**src/rtl/product_accumulator_pkg.sv**
```systemverilog
// Shared constants for the product accumulator and the multiplier wrapper.
package product_accumulator_pkg;

    localparam int PROD_W    = 16;
    localparam int ACC_W_DEF = 24;
    localparam int CNT_W_DEF = 8;

    typedef enum logic [0:0] {
        ACCUM = 1'b0,
        HOLD  = 1'b1
    } state_e;

endpackage

```
**src/rtl/product_accumulator_adder.sv**
```systemverilog
// Accumulator plus zero-extended product, with carry out of the top bit.
module acc_adder
    import product_accumulator_pkg::*;
#(
    parameter int ACC_W = ACC_W_DEF
) (
    input  logic [ACC_W-1:0]  acc_i,
    input  logic [PROD_W-1:0] prod_i,
    output logic [ACC_W-1:0]  sum_o,
    output logic              carry_o
);

    logic [ACC_W:0] sum_ext;

    assign sum_ext = {1'b0, acc_i} + {{(ACC_W + 1 - PROD_W){1'b0}}, prod_i};
    assign sum_o   = sum_ext[ACC_W-1:0];
    assign carry_o = sum_ext[ACC_W];

endmodule

```
**src/rtl/product_accumulator.sv**
```systemverilog
// Frame accumulator for multiplier products with a valid/ready result port.
//   state | meaning
//   ACCUM | summing beats; in_ready = !clear
//   HOLD  | result presented on out_*; waiting for out_ready
module product_accumulator
    import product_accumulator_pkg::*;
#(
    parameter int ACC_W = ACC_W_DEF,
    parameter int CNT_W = CNT_W_DEF
) (
    input  logic              clk,
    input  logic              rst_n,
    input  logic              clear,
    input  logic              in_valid,
    output logic              in_ready,
    input  logic [PROD_W-1:0] in_prod,
    input  logic              in_last,
    output logic              out_valid,
    input  logic              out_ready,
    output logic [ACC_W-1:0]  out_acc,
    output logic [CNT_W-1:0]  out_count,
    output logic              out_ovf
);

    localparam logic [0:0] S_ACCUM = ACCUM;
    localparam logic [0:0] S_HOLD  = HOLD;

    logic [0:0]       state_q, state_d;
    logic [ACC_W-1:0] acc_q, acc_d;
    logic [CNT_W-1:0] cnt_q, cnt_d;
    logic             ovf_q, ovf_d;
    logic             out_valid_q, out_valid_d;
    logic [ACC_W-1:0] out_acc_q, out_acc_d;
    logic [CNT_W-1:0] out_cnt_q, out_cnt_d;
    logic             out_ovf_q, out_ovf_d;

    logic [ACC_W-1:0] sum;
    logic             carry;
    logic [CNT_W-1:0] cnt_inc;
    logic             beat;

    acc_adder #(.ACC_W(ACC_W)) u_adder (
        .acc_i   (acc_q),
        .prod_i  (in_prod),
        .sum_o   (sum),
        .carry_o (carry)
    );

    // in_ready must not depend on out_ready, so it is derived from state and clear only
    assign in_ready = (state_q == S_ACCUM) && !clear;
    assign beat     = in_valid && in_ready;
    assign cnt_inc  = (&cnt_q) ? cnt_q : cnt_q + CNT_W'(1);

    always_comb begin
        state_d     = state_q;
        acc_d       = acc_q;
        cnt_d       = cnt_q;
        ovf_d       = ovf_q;
        out_valid_d = out_valid_q;
        out_acc_d   = out_acc_q;
        out_cnt_d   = out_cnt_q;
        out_ovf_d   = out_ovf_q;
        case (state_q)
            S_ACCUM: begin
                if (clear) begin
                    acc_d = '0;
                    cnt_d = '0;
                    ovf_d = 1'b0;
                end else if (beat) begin
                    if (in_last) begin
                        out_acc_d   = sum;
                        out_cnt_d   = cnt_inc;
                        out_ovf_d   = ovf_q | carry;
                        out_valid_d = 1'b1;
                        state_d     = S_HOLD;
                        acc_d       = '0;
                        cnt_d       = '0;
                        ovf_d       = 1'b0;
                    end else begin
                        acc_d = sum;
                        cnt_d = cnt_inc;
                        ovf_d = ovf_q | carry;
                    end
                end
            end
            S_HOLD: begin
                if (out_ready) begin
                    out_valid_d = 1'b0;
                    state_d     = S_ACCUM;
                end
            end
            default: state_d = S_ACCUM;
        endcase
    end

    always_ff @(posedge clk or negedge rst_n) begin
        if (!rst_n) begin
            state_q     <= S_ACCUM;
            acc_q       <= '0;
            cnt_q       <= '0;
            ovf_q       <= 1'b0;
            out_valid_q <= 1'b0;
            out_acc_q   <= '0;
            out_cnt_q   <= '0;
            out_ovf_q   <= 1'b0;
        end else begin
            state_q     <= state_d;
            acc_q       <= acc_d;
            cnt_q       <= cnt_d;
            ovf_q       <= ovf_d;
            out_valid_q <= out_valid_d;
            out_acc_q   <= out_acc_d;
            out_cnt_q   <= out_cnt_d;
            out_ovf_q   <= out_ovf_d;
        end
    end

    assign out_valid = out_valid_q;
    assign out_acc   = out_acc_q;
    assign out_count = out_cnt_q;
    assign out_ovf   = out_ovf_q;

endmodule

```
**config.mk**
```make
export PLATFORM = sky130hd
export DESIGN_NAME = product_accumulator
export DESIGN_NICKNAME = d
export VERILOG_FILES = /design/src/rtl/product_accumulator_pkg.sv /design/src/rtl/product_accumulator_adder.sv /design/src/rtl/product_accumulator.sv
export SDC_FILE = /design/constraint.sdc
export NUM_CORES = 1
export LEC_CHECK = 0
export BUFFER_PORTS_ARGS = -buffer_cell sky130_fd_sc_hd__buf_2
export CAP_MARGIN = 5
export CELL_PAD_IN_SITES_DETAIL_PLACEMENT = 1
export CELL_PAD_IN_SITES_GLOBAL_PLACEMENT = 1
export CORE_MARGIN = 5
export CORE_UTILIZATION = 47
export DETAILED_ROUTE_END_ITERATION = 8
export HOLD_SLACK_MARGIN = 0.06
export PLACE_DENSITY = 0.84
export SKIP_LAST_GASP = 1
export SLEW_MARGIN = 40
export SYNTH_ARGS = -nofsm -noshare
export SYNTH_HDL_FRONTEND = slang
export SYNTH_HIERARCHICAL = 1
export SYNTH_SLANG_ARGS = --single-unit
```
**constraint.sdc**
```tcl
create_clock -name clk -period 4.42 [get_ports clk]
set_input_delay 0.221 -clock clk [delete_from_list [all_inputs] [get_ports clk]]
set_output_delay 0.221 -clock clk [all_outputs]
set_load 0.02 [all_outputs]
```
* Yosys cells after proc, flatten, opt, wreduce, memory -nomap -nowiden
Index checks and enable logic that the tools add are counted. W data, S select, Z words.
Word-level totals: register bits after elaboration 68, latch bits 0, memory bits (writable) 0, bits in read-only memories 0, input port bits 22, output and inout bits 35, word-level logic and storage cells 45, memories 0
Cells by class: $add $sub $neg 2, $mul 0, div/mod/pow operators 0, $lt $le $gt $ge 0, equal/unequal tests 4, shift operators 0, mux-type cells 20, bitwise gates (word level) 3, reductions and logical operators 8
Operator list (number):
- $mux W24 | 3
- $mux W8 | 4
- $add A24 B16 Y25 | 1
- $mux W1 | 11
- $add A8 B1 Y8 const B | 1
- $ne A2 B2 Y1 const B | 4
- $reduce_and A4 Y1 | 2
- $reduce_and A8 Y1 | 1
- $pmux W1 S2 | 2
- $logic_and A1 B1 Y1 | 2
- $not A1 Y1 | 2
- $reduce_and A2 Y1 | 1
- $reduce_bool A2 Y1 | 1
- $logic_not A1 Y1 | 1
- $or A1 B1 Y1 | 1

* Logic depth before layout (Yosys ltp)
Gate-level depths: netlist (run 1).
word-level depth 6, depth in mapped cells 10, depth with buffers taken out 10

* Cells and area by module
The synthesis (run 1) kept the hierarchy.
Modules (own cells, without submodules):
- product_accumulator | times used 1, cells each 263, area each 2773.9 µm², seq. area each 1701.6 µm²
- acc_adder | times used 1, cells each 153, area each 1079.8 µm², seq. area each 0.0 µm²

* Least setup slack after synthesis (run 1)
No wires, ideal clock.
path type register to register, start reg acc_q[0], end reg out_ovf_q, in the netlist out_ovf, arrival 2.394 ns, data required time 4.300 ns, path slack 1.906 ns, cell stages (with the launch flop) 11, buffers on the path 0, period minus slack after synthesis 2.514 ns, cells stage by stage dfrtp_1 > ha_1 > fa_1 > a211oi_1 > o211ai_1 > a31o_1 > a21o_1 > o21a_1 > and3_1 > o21ai_0 > nand2_1
On the way: longest elaborated chain between the ends 2
RTL lines:
- from (decl) | line product_accumulator.sv:29 | logic [ACC_W-1:0] acc_q, acc_d;
- from (signal assigned) | line product_accumulator.sv:99 | acc_q <= '0;
- from (signal assigned) | line product_accumulator.sv:108 | acc_q <= acc_d;
- $add A24 B16 Y25 | line product_accumulator_adder.sv:15 | assign sum_ext = {1'b0, acc_i} + {{(ACC_W + 1 - PROD_W){1'b0}}, prod_i};
- net carry | line product_accumulator.sv:38 | logic carry;
- $or A1 B1 Y1 | line product_accumulator.sv:73 | out_ovf_d = ovf_q | carry;
- to (signal assigned) | line product_accumulator.sv:114 | out_ovf_q <= out_ovf_d;
- to (decl) | line product_accumulator.sv:35 | logic out_ovf_q, out_ovf_d;
The timed path passes the listed nets, and every way through them passes these cells. A chain may end at the register's enable or synchronous reset.

* Worst setup path after layout (run 1)
Ends and elaborated chain as after synthesis.

==> flow_metrics.env, run 1 <==
export IMPL_status="completed"
export IMPL_timing_critical_path_max_delay_family="compound AO/OA/AOI/OAI gates"
export IMPL_worstSetupStartpointType="flip-flop"
export IMPL_setup_slack_ns=1.55
export IMPL_globalRouteTotalUtil_pct=22.4
export IMPL_wl_met2_mm=5.38
export IMPL_final_layout_size_suffix_gt1_share_pct=19.6
export IMPL_maximum_buffer_depth_of_the_clock_tree=2
export IMPL_pre_cts_ws_ns=1.60
export IMPL_ys_seq_area_share_pct=44.2
export IMPL_ant_cells=0
export IMPL_fp_coreArea_mm2=0.00809
export IMPL_die_height_um=101
export IMPL_place_inst=557
export IMPL_first_global_vias=3680
export IMPL_floorplan_io_pins=57
export IMPL_cts_root_buf="sky130_fd_sc_hd__clkbuf_8"
export IMPL_slew_viol_final=0
export IMPL_tightest_slew_ns=0.632
export IMPL_clock_insertion_delay_worst_skew_ns=0.36
export IMPL_min_delay_path_class="primary input to flip-flop"
export IMPL_worstPathCellList="ha_1 -> fa_1 -> a211oi_1 -> o211ai_1 -> a31o_1 -> a21o_1 -> o21a_1 -> and3_1 -> o21ai_0 -> nand2_1"
export IMPL_place_detailed_hpwl_mm=7.48
export IMPL_clock_period_minus_final_worst_setup_slack_ns=2.87
export IMPL_synth_lib_cells_used_distinct=54
export IMPL_cts_tree="yes"
export IMPL_rsz0062_at_grt="false"
export IMPL_global_route_wire_length_before_repair_mm=18.1
export IMPL_cp_arrival_ns=3.12
export IMPL_std_cell_rows=33
export IMPL_power_density_mw_per_mm2=373
export IMPL_netlist_instances=416
export IMPL_cellLeakagePower_nw=2.22
export IMPL_tns_ns=0
export IMPL_slew_headroom_pct=57.9
export IMPL_gr_total_overflow=0
export IMPL_synthesis_area_per_instance_um2=9.26
export IMPL_hold_viol_final=0
export IMPL_hold_ws_ns=0.213
export IMPL_synth_area_mm2=0.00385
export IMPL_route_detailed_drc=0
export IMPL_route_detailed_vias_per_inst=5.98
export IMPL_tritoncts_num_sinks=68
export IMPL_die_area_mm2=0.0101
export IMPL_drt_iter0_drc=126
export IMPL_yosys_warnings=6
export IMPL_finalNonFillerCells=575
export IMPL_finalSetupViolations=0
export IMPL_clk_slew_on_worst_s_h_paths_ns=0.08
export IMPL_timing_critical_path_slowest_cell_delay_ns=0.44
export IMPL_final_period_utilization_pct=65.0
export IMPL_drt_pre_antenna_iters=4
export IMPL_type_of_the_setup_path_with_the_least_slack="flip-flop to flip-flop"
export IMPL_maxCapViolCount=0
export IMPL_number_of_antenna_violations_at_the_first_check_in_global_routing=0
export IMPL_worst_setup_path_endpoint="out_ovf$_DFFE_PN0P_"
export IMPL_worst_path_stages=10
export IMPL_grt_max_degree=69
export IMPL_nNetsFinal=505
export IMPL_cts_made_buffers=9
export IMPL_critPathRequiredTime_ns=4.67
export IMPL_drt_met1_wl_mm=5.02
export IMPL_maxClockFrequency_ghz=0.348
export IMPL_cts_max_level=3
export IMPL_worst_r2r_setup_slack_ns=1.55
export IMPL_routedWlPerCell_um=19.0
export IMPL_post_cts_hold_buffer_count=2
export IMPL_initial_utilization_pct=47.6
export IMPL_critical_r2r_launch="acc_q[0]$_DFFE_PN0P_"
export IMPL_crit_path_end_kind="flip-flop"
export IMPL_top_signal_layer_used="met4"
export IMPL_worstReg2RegEnd="out_ovf$_DFFE_PN0P_"
export IMPL_synthesis_nets=456
export IMPL_post_cts_resize_count=0
export IMPL_io_buffers=56
export IMPL_async_flop_share_pct=100
export IMPL_met3RoutedLength_um=312
export IMPL_drt_antenna_violating_nets=0
export IMPL_post_cts_buffers=0
export IMPL_die_x_extent_um=101
export IMPL_ff2ff_path_depth=10
export IMPL_routed_via_count=3437
export IMPL_fin_util_pct=54.8
export IMPL_routed_wirelength_mm=10.9
export IMPL_synth_edf_count=0
export IMPL_setup_worst_path_start="acc_q[0]$_DFFE_PN0P_"
export IMPL_yosys_most_used_dff="sky130_fd_sc_hd__dfrtp_1"
export IMPL_fin_worst_skew_ns=0.0136
export IMPL_synth_seq_cells=68
export IMPL_place_gp_congestion=0.867
export IMPL_max_vdd_ir_drop_mv=0.184
export IMPL_areaGrowthSynthToFinish_pct=15.0
export IMPL_cp_slowest_cell="sky130_fd_sc_hd__fa_1"
export IMPL_critPathMaxFanout=3
export IMPL_combined_buffer_and_inverter_count_along_the_critical_path=0
metrics by stage:
stage	power [mW]	area, µm²
3_5_place_dp	1.12	4210
3_3_place_gp	1.10	4200
4_1_cts	1.66	4430
6_report	1.65	4430
5_1_grt	1.73	4430
2_1_floorplan	0.980	3850
cell usage after synthesis (2+ instances only):
master,number,area [µm²]
sky130_fd_sc_hd__nand2_1,92,345
sky130_fd_sc_hd__dfrtp_1,68,1700
sky130_fd_sc_hd__a21oi_1,25,125
sky130_fd_sc_hd__a22o_1,25,219
sky130_fd_sc_hd__nor2_1,23,86.3
sky130_fd_sc_hd__o21ai_0,20,100
sky130_fd_sc_hd__ha_1,17,213
sky130_fd_sc_hd__clkbuf_1,16,60.1
sky130_fd_sc_hd__xnor2_1,12,105
sky130_fd_sc_hd__a21o_1,9,67.6
sky130_fd_sc_hd__buf_2,8,40.0
sky130_fd_sc_hd__a31oi_1,7,43.8
sky130_fd_sc_hd__inv_1,7,26.3
sky130_fd_sc_hd__nand4_1,7,43.8
sky130_fd_sc_hd__a211oi_1,6,45.0
sky130_fd_sc_hd__nand3_1,6,30.0
sky130_fd_sc_hd__o211ai_1,5,37.5
sky130_fd_sc_hd__and3_1,4,25.0
sky130_fd_sc_hd__xor2_1,4,35.0
sky130_fd_sc_hd__and4_1,3,26.3
sky130_fd_sc_hd__nor3_1,3,15.0
sky130_fd_sc_hd__nor4b_1,3,26.3
sky130_fd_sc_hd__o21a_1,3,22.5
sky130_fd_sc_hd__o21ai_1,3,15.0
sky130_fd_sc_hd__o21bai_1,3,22.5
sky130_fd_sc_hd__o31ai_1,3,22.5
sky130_fd_sc_hd__a31o_1,2,17.5
sky130_fd_sc_hd__a31o_2,2,17.5
sky130_fd_sc_hd__buf_6,2,22.5
sky130_fd_sc_hd__nand2b_1,2,12.5
sky130_fd_sc_hd__o311ai_1,2,17.5
sky130_fd_sc_hd__or3_1,2,12.5
cell families after synthesis:
logic type      synth area share (%)
fa+ha+maj                       6.04
buf+inv                         3.86
compound gates                  24.3
simple gates                    18.0
xor+xnor                        3.64
flops                           44.2
tightest hold or removal path: stages:
cell                      delay [ns]
sky130_fd_sc_hd__buf_2          0.08
sky130_fd_sc_hd__ha_1           0.13
sky130_fd_sc_hd__nand2_1        0.05
sky130_fd_sc_hd__nand2_1        0.05
worst min path at each step:
stage | start | to | slack, ns | depth (start not counted)
after floorplan | rst_n | acc_q[0]$_DFFE_PN0P_ | -0.07 | 0
after global placement | out_ready | out_valid$_DFFE_PN0P_ | 0.41 | 2
after detailed placement | rst_n | acc_q[7]$_DFFE_PN0P_ | 0.37 | 2
after CTS | in_prod[0] | out_acc[0]$_DFFE_PN0P_ | 0.21 | 4
after global routing | in_prod[0] | out_acc[0]$_DFFE_PN0P_ | 0.24 | 4
final | in_prod[0] | out_acc[0]$_DFFE_PN0P_ | 0.21 | 4
layout make-up:
| class | instances | area, µm² |
|---|---|---|
| Clock inverter | 7 | 81.3 |
| Tap cell | 105 | 131 |
| Clock buffer | 9 | 124 |
| Timing Repair Buffer | 64 | 349 |
| Multi-Input combinational cell | 315 | 2020 |
| Inverter | 7 | 26.3 |
| Sequential cell | 68 | 1700 |
| Fill cell | 960 | 3660 |
report_power, final:
group	switching, mW	internal [mW]	leakage, nW
clock network	0.278	0.268	0.101
logic	0.250	0.136	1.20
registers	0.0375	0.683	0.911
sequential cells by signal (all words and copies together) (netlist names):
register / cells
acc_q: 24
cnt_q: 8
out_acc: 24
out_count: 8
out_ovf: 1
out_valid: 1
ovf_q: 1
state_q: 1
per-layer routing:
metal,vias to the layer above,GRT usage (%)
li1,1606,-
met1,1750,28.8
met2,62,38.5
met3,19,2.77
met4,0,8.50
met5,-,0
cell usage in the layout, fill, tap and decap left out, types with 7 or more instances in the layout:
master,count
sky130_fd_sc_hd__a21o_1,9
sky130_fd_sc_hd__a21oi_1,25
sky130_fd_sc_hd__a22o_1,25
sky130_fd_sc_hd__a31oi_1,7
sky130_fd_sc_hd__buf_2,56
sky130_fd_sc_hd__clkbuf_8,9
sky130_fd_sc_hd__dfrtp_1,68
sky130_fd_sc_hd__ha_1,17
sky130_fd_sc_hd__inv_1,7
sky130_fd_sc_hd__nand2_1,92
sky130_fd_sc_hd__nand4_1,7
sky130_fd_sc_hd__nor2_1,23
sky130_fd_sc_hd__o21ai_0,20
sky130_fd_sc_hd__xnor2_1,12
Power figures use the tool's default switching activity.
==> run 2, diff against run 1 <==
--- a/config.mk
+++ b/config.mk
@@ -10,10 +10,10 @@
 export CELL_PAD_IN_SITES_DETAIL_PLACEMENT = 1
 export CELL_PAD_IN_SITES_GLOBAL_PLACEMENT = 1
 export CORE_MARGIN = 5
-export CORE_UTILIZATION = 47
+export CORE_UTILIZATION = 39
 export DETAILED_ROUTE_END_ITERATION = 8
 export HOLD_SLACK_MARGIN = 0.06
-export PLACE_DENSITY = 0.84
+export PLACE_DENSITY = 0.74
 export SKIP_LAST_GASP = 1
 export SLEW_MARGIN = 40
 export SYNTH_ARGS = -nofsm -noshare
==> constraint.sdc (replaced) <==
create_clock -name clk -period 2.55 [get_ports clk]
set_input_delay 0.1275 -clock clk [delete_from_list [all_inputs] [get_ports clk]]
set_output_delay 0.1275 -clock clk [all_outputs]
set_load 0.02 [all_outputs]
==> run 2 against run 1 <==
Compared with the run above:
- combinational power up 79%
- worst hold slack worse by 0.056 ns
- count of clock-buffer cells in the layout rose by 2
- cell area rose by 2.8%
- largest cell class unchanged
- largest power group unchanged
==> flow_metrics.env, run 2 (synthesized netlist as in run 1, its figures left out) <==
export IMPL_sequential_cell_area_mm2=0.00170
export IMPL_worstSetupStartpointType="flip-flop"
export IMPL_tritoncts_num_sinks=68
export IMPL_multiInputGateArea_mm2=0.00206
export IMPL_grt_max_degree=29
export IMPL_maxCapViolCount=0
export IMPL_slew_viol_final=0
export IMPL_status="completed"
export IMPL_die_area_mm2=0.0120
export IMPL_finalNonFillerCells=612
export IMPL_cts_made_buffers=9
export IMPL_critPathRequiredTime_ns=2.78
export IMPL_routedWlPerCell_um=17.3
export IMPL_areaGrowthSynthToFinish_pct=18.2
export IMPL_final_layout_size_suffix_gt1_share_pct=22.5
export IMPL_maximum_buffer_depth_of_the_clock_tree=2
export IMPL_place_inst=595
export IMPL_clock_period_minus_final_worst_setup_slack_ns=2.47
export IMPL_cp_arrival_ns=2.70
export IMPL_cts_root_buf="sky130_fd_sc_hd__clkbuf_8"
export IMPL_rsz0062_at_grt="true"
export IMPL_slew_headroom_pct=46.0
export IMPL_tightest_slew_ns=0.809
export IMPL_clk_slew_on_worst_s_h_paths_ns=0.07
export IMPL_finalSetupViolations=0
export IMPL_gr_total_overflow=0
export IMPL_die_x_extent_um=109
export IMPL_timing_critical_path_slowest_cell_delay_ns=0.39
export IMPL_power_density_mw_per_mm2=599
export IMPL_hold_viol_final=0
export IMPL_std_cell_rows=36
export IMPL_die_height_um=109
export IMPL_fin_worst_skew_ns=0.00899
export IMPL_first_global_vias=3589
export IMPL_fp_coreArea_mm2=0.00968
export IMPL_setup_slack_ns=0.0786
export IMPL_drt_iter0_drc=122
export IMPL_place_gp_congestion=0.813
export IMPL_top_signal_layer_used="met4"
export IMPL_globalRouteTotalUtil_pct=18.9
export IMPL_most_frequent_standard_cell_in_the_layout_excluding_fill_and_tap_cells="sky130_fd_sc_hd__nand2_1"
export IMPL_routed_wirelength_mm=10.6
export IMPL_pre_cts_ws_ns=-0.0779
export IMPL_final_period_utilization_pct=96.9
export IMPL_nNetsFinal=517
export IMPL_clock_insertion_delay_worst_skew_ns=0.35
export IMPL_drt_antenna_violating_nets=0
export IMPL_tns_ns=0
export IMPL_drt_met1_wl_mm=4.90
export IMPL_route_detailed_vias_per_inst=5.53
export IMPL_max_vdd_ir_drop_mv=0.235
export IMPL_min_delay_path_class="primary input to flip-flop"
export IMPL_maxClockFrequency_ghz=0.405
export IMPL_cp_slowest_cell="sky130_fd_sc_hd__dfrtp_1"
export IMPL_hold_ws_ns=0.156
export IMPL_floorplan_io_pins=57
export IMPL_wl_met2_mm=5.20
export IMPL_initial_utilization_pct=39.8
export IMPL_routed_via_count=3383
export IMPL_crit_path_end_kind="flip-flop"
export IMPL_ant_cells=0
export IMPL_cellLeakagePower_nw=2.25
export IMPL_place_detailed_hpwl_mm=7.80
export IMPL_most_frequent_cells_in_the_layout="sky130_fd_sc_hd__nand2_1 (92), sky130_fd_sc_hd__dfrtp_1 (68), sky130_fd_sc_hd__buf_2 (56)"
export IMPL_met3RoutedLength_um=347
export IMPL_global_route_wire_length_before_repair_mm=17.7
export IMPL_drt_pre_antenna_iters=4
export IMPL_worstPathCellList="ha_2 -> fa_2 -> a211oi_2 -> o211ai_1 -> a31o_1 -> a21o_1 -> buf_4 -> o211ai_2 -> xnor2_1 -> a22o_1"
export IMPL_hold_start="in_prod[0]"
export IMPL_setup_worst_path_start="acc_q[0]$_DFFE_PN0P_"
export IMPL_num_fill_cells=1141
export IMPL_cts_tree="yes"
export IMPL_critPathMaxFanout=2
export IMPL_cts_max_level=3
export IMPL_type_of_the_setup_path_with_the_least_slack="flip-flop to flip-flop"
export IMPL_number_of_antenna_violations_at_the_first_check_in_global_routing=0
export IMPL_fin_util_pct=47.0
export IMPL_route_detailed_drc=0
export IMPL_io_buffers=56
export IMPL_critical_r2r_launch="acc_q[0]$_DFFE_PN0P_"
-- run 2: cell count changes in the layout (fill, tap and decap cells not counted), moves of 2 or more --
cell                       before  now
sky130_fd_sc_hd__buf_4          5   18
sky130_fd_sc_hd__inv_6          3    0
sky130_fd_sc_hd__clkbuf_8       9   11
sky130_fd_sc_hd__clkinv_4       2    0
sky130_fd_sc_hd__o21ai_0       20   18
sky130_fd_sc_hd__o21ai_1        3    5
sky130_fd_sc_hd__o311ai_1       2    0
sky130_fd_sc_hd__o311ai_2       0    2
-- run 2: path summary, 6_finish.rpt --
kind / slack [ns] / to / cells after the start
setup / recovery: 0.08 / acc_q[20]$_DFFE_PN0P_ / 10
hold / removal: 0.16 / out_acc[0]$_DFFE_PN0P_ / 4
setup reg to reg: 0.08 / acc_q[20]$_DFFE_PN0P_ / 10
hold reg to reg: 0.47 / out_acc[5]$_DFFE_PN0P_ / 2
max in group asynchronous: 1.63 / out_acc[14]$_DFFE_PN0P_ / 3
min in group asynchronous: 0.22 / acc_q[7]$_DFFE_PN0P_ / 2
-- run 2: layer usage --
| layer | vias up | global-route usage [%] |
|---|---|---|
| met1 | 1692 | 24.9 |
| li1 | 1622 | - |
| met2 | 59 | 31.7 |
| met5 | - | 0 |
| met4 | 0 | 6.86 |
| met3 | 10 | 2.70 |
-- run 2: worst max-delay path, delay by kind of cell, from the launching register on --
kind / cells / cell delay, ns
AOI/OAI and AO/OA: 6 / 1.15
adders and majority gates: 2 / 0.56
DFF: 1 / 0.39
buffers and inverters: 1 / 0.14
xor gates and xnor gates: 1 / 0.10
-- run 2: repair_timing --
action                                  CTS  global route
pin swaps                                 1             3
setup buffers                             0             2
gates resized for setup                   1             8
hold buffers                              2             0
endpoints found under the setup margin    8            20
endpoints found under the hold margin    15             0
-- run 2: report_power, final --
group          switching [mW]  internal (mW)  total, mW
combinational           0.433          0.259      0.692
clock                   0.402          0.388      0.790
sequential             0.0618           1.18       1.25
total                   0.897           1.83       2.73
-- run 2: cell type report --
type                       instances  area share (%)
multi-input combinational        315            45.2
sequential                        68            37.4
timing repair buffer              76            9.56
tap                              133            3.65
clock buffer                      11            3.32
inverter                           7           0.577
clock inverter                     2           0.275
-- run 2: per-stage QoR --
step                      total power [mW]  area, µm²
final                                 2.73       4550
after global routing                  2.88       4550
after CTS                             2.75       4500
after detailed placement              1.95       4310
after global placement                1.93       4310
after floorplan                       1.70       3850
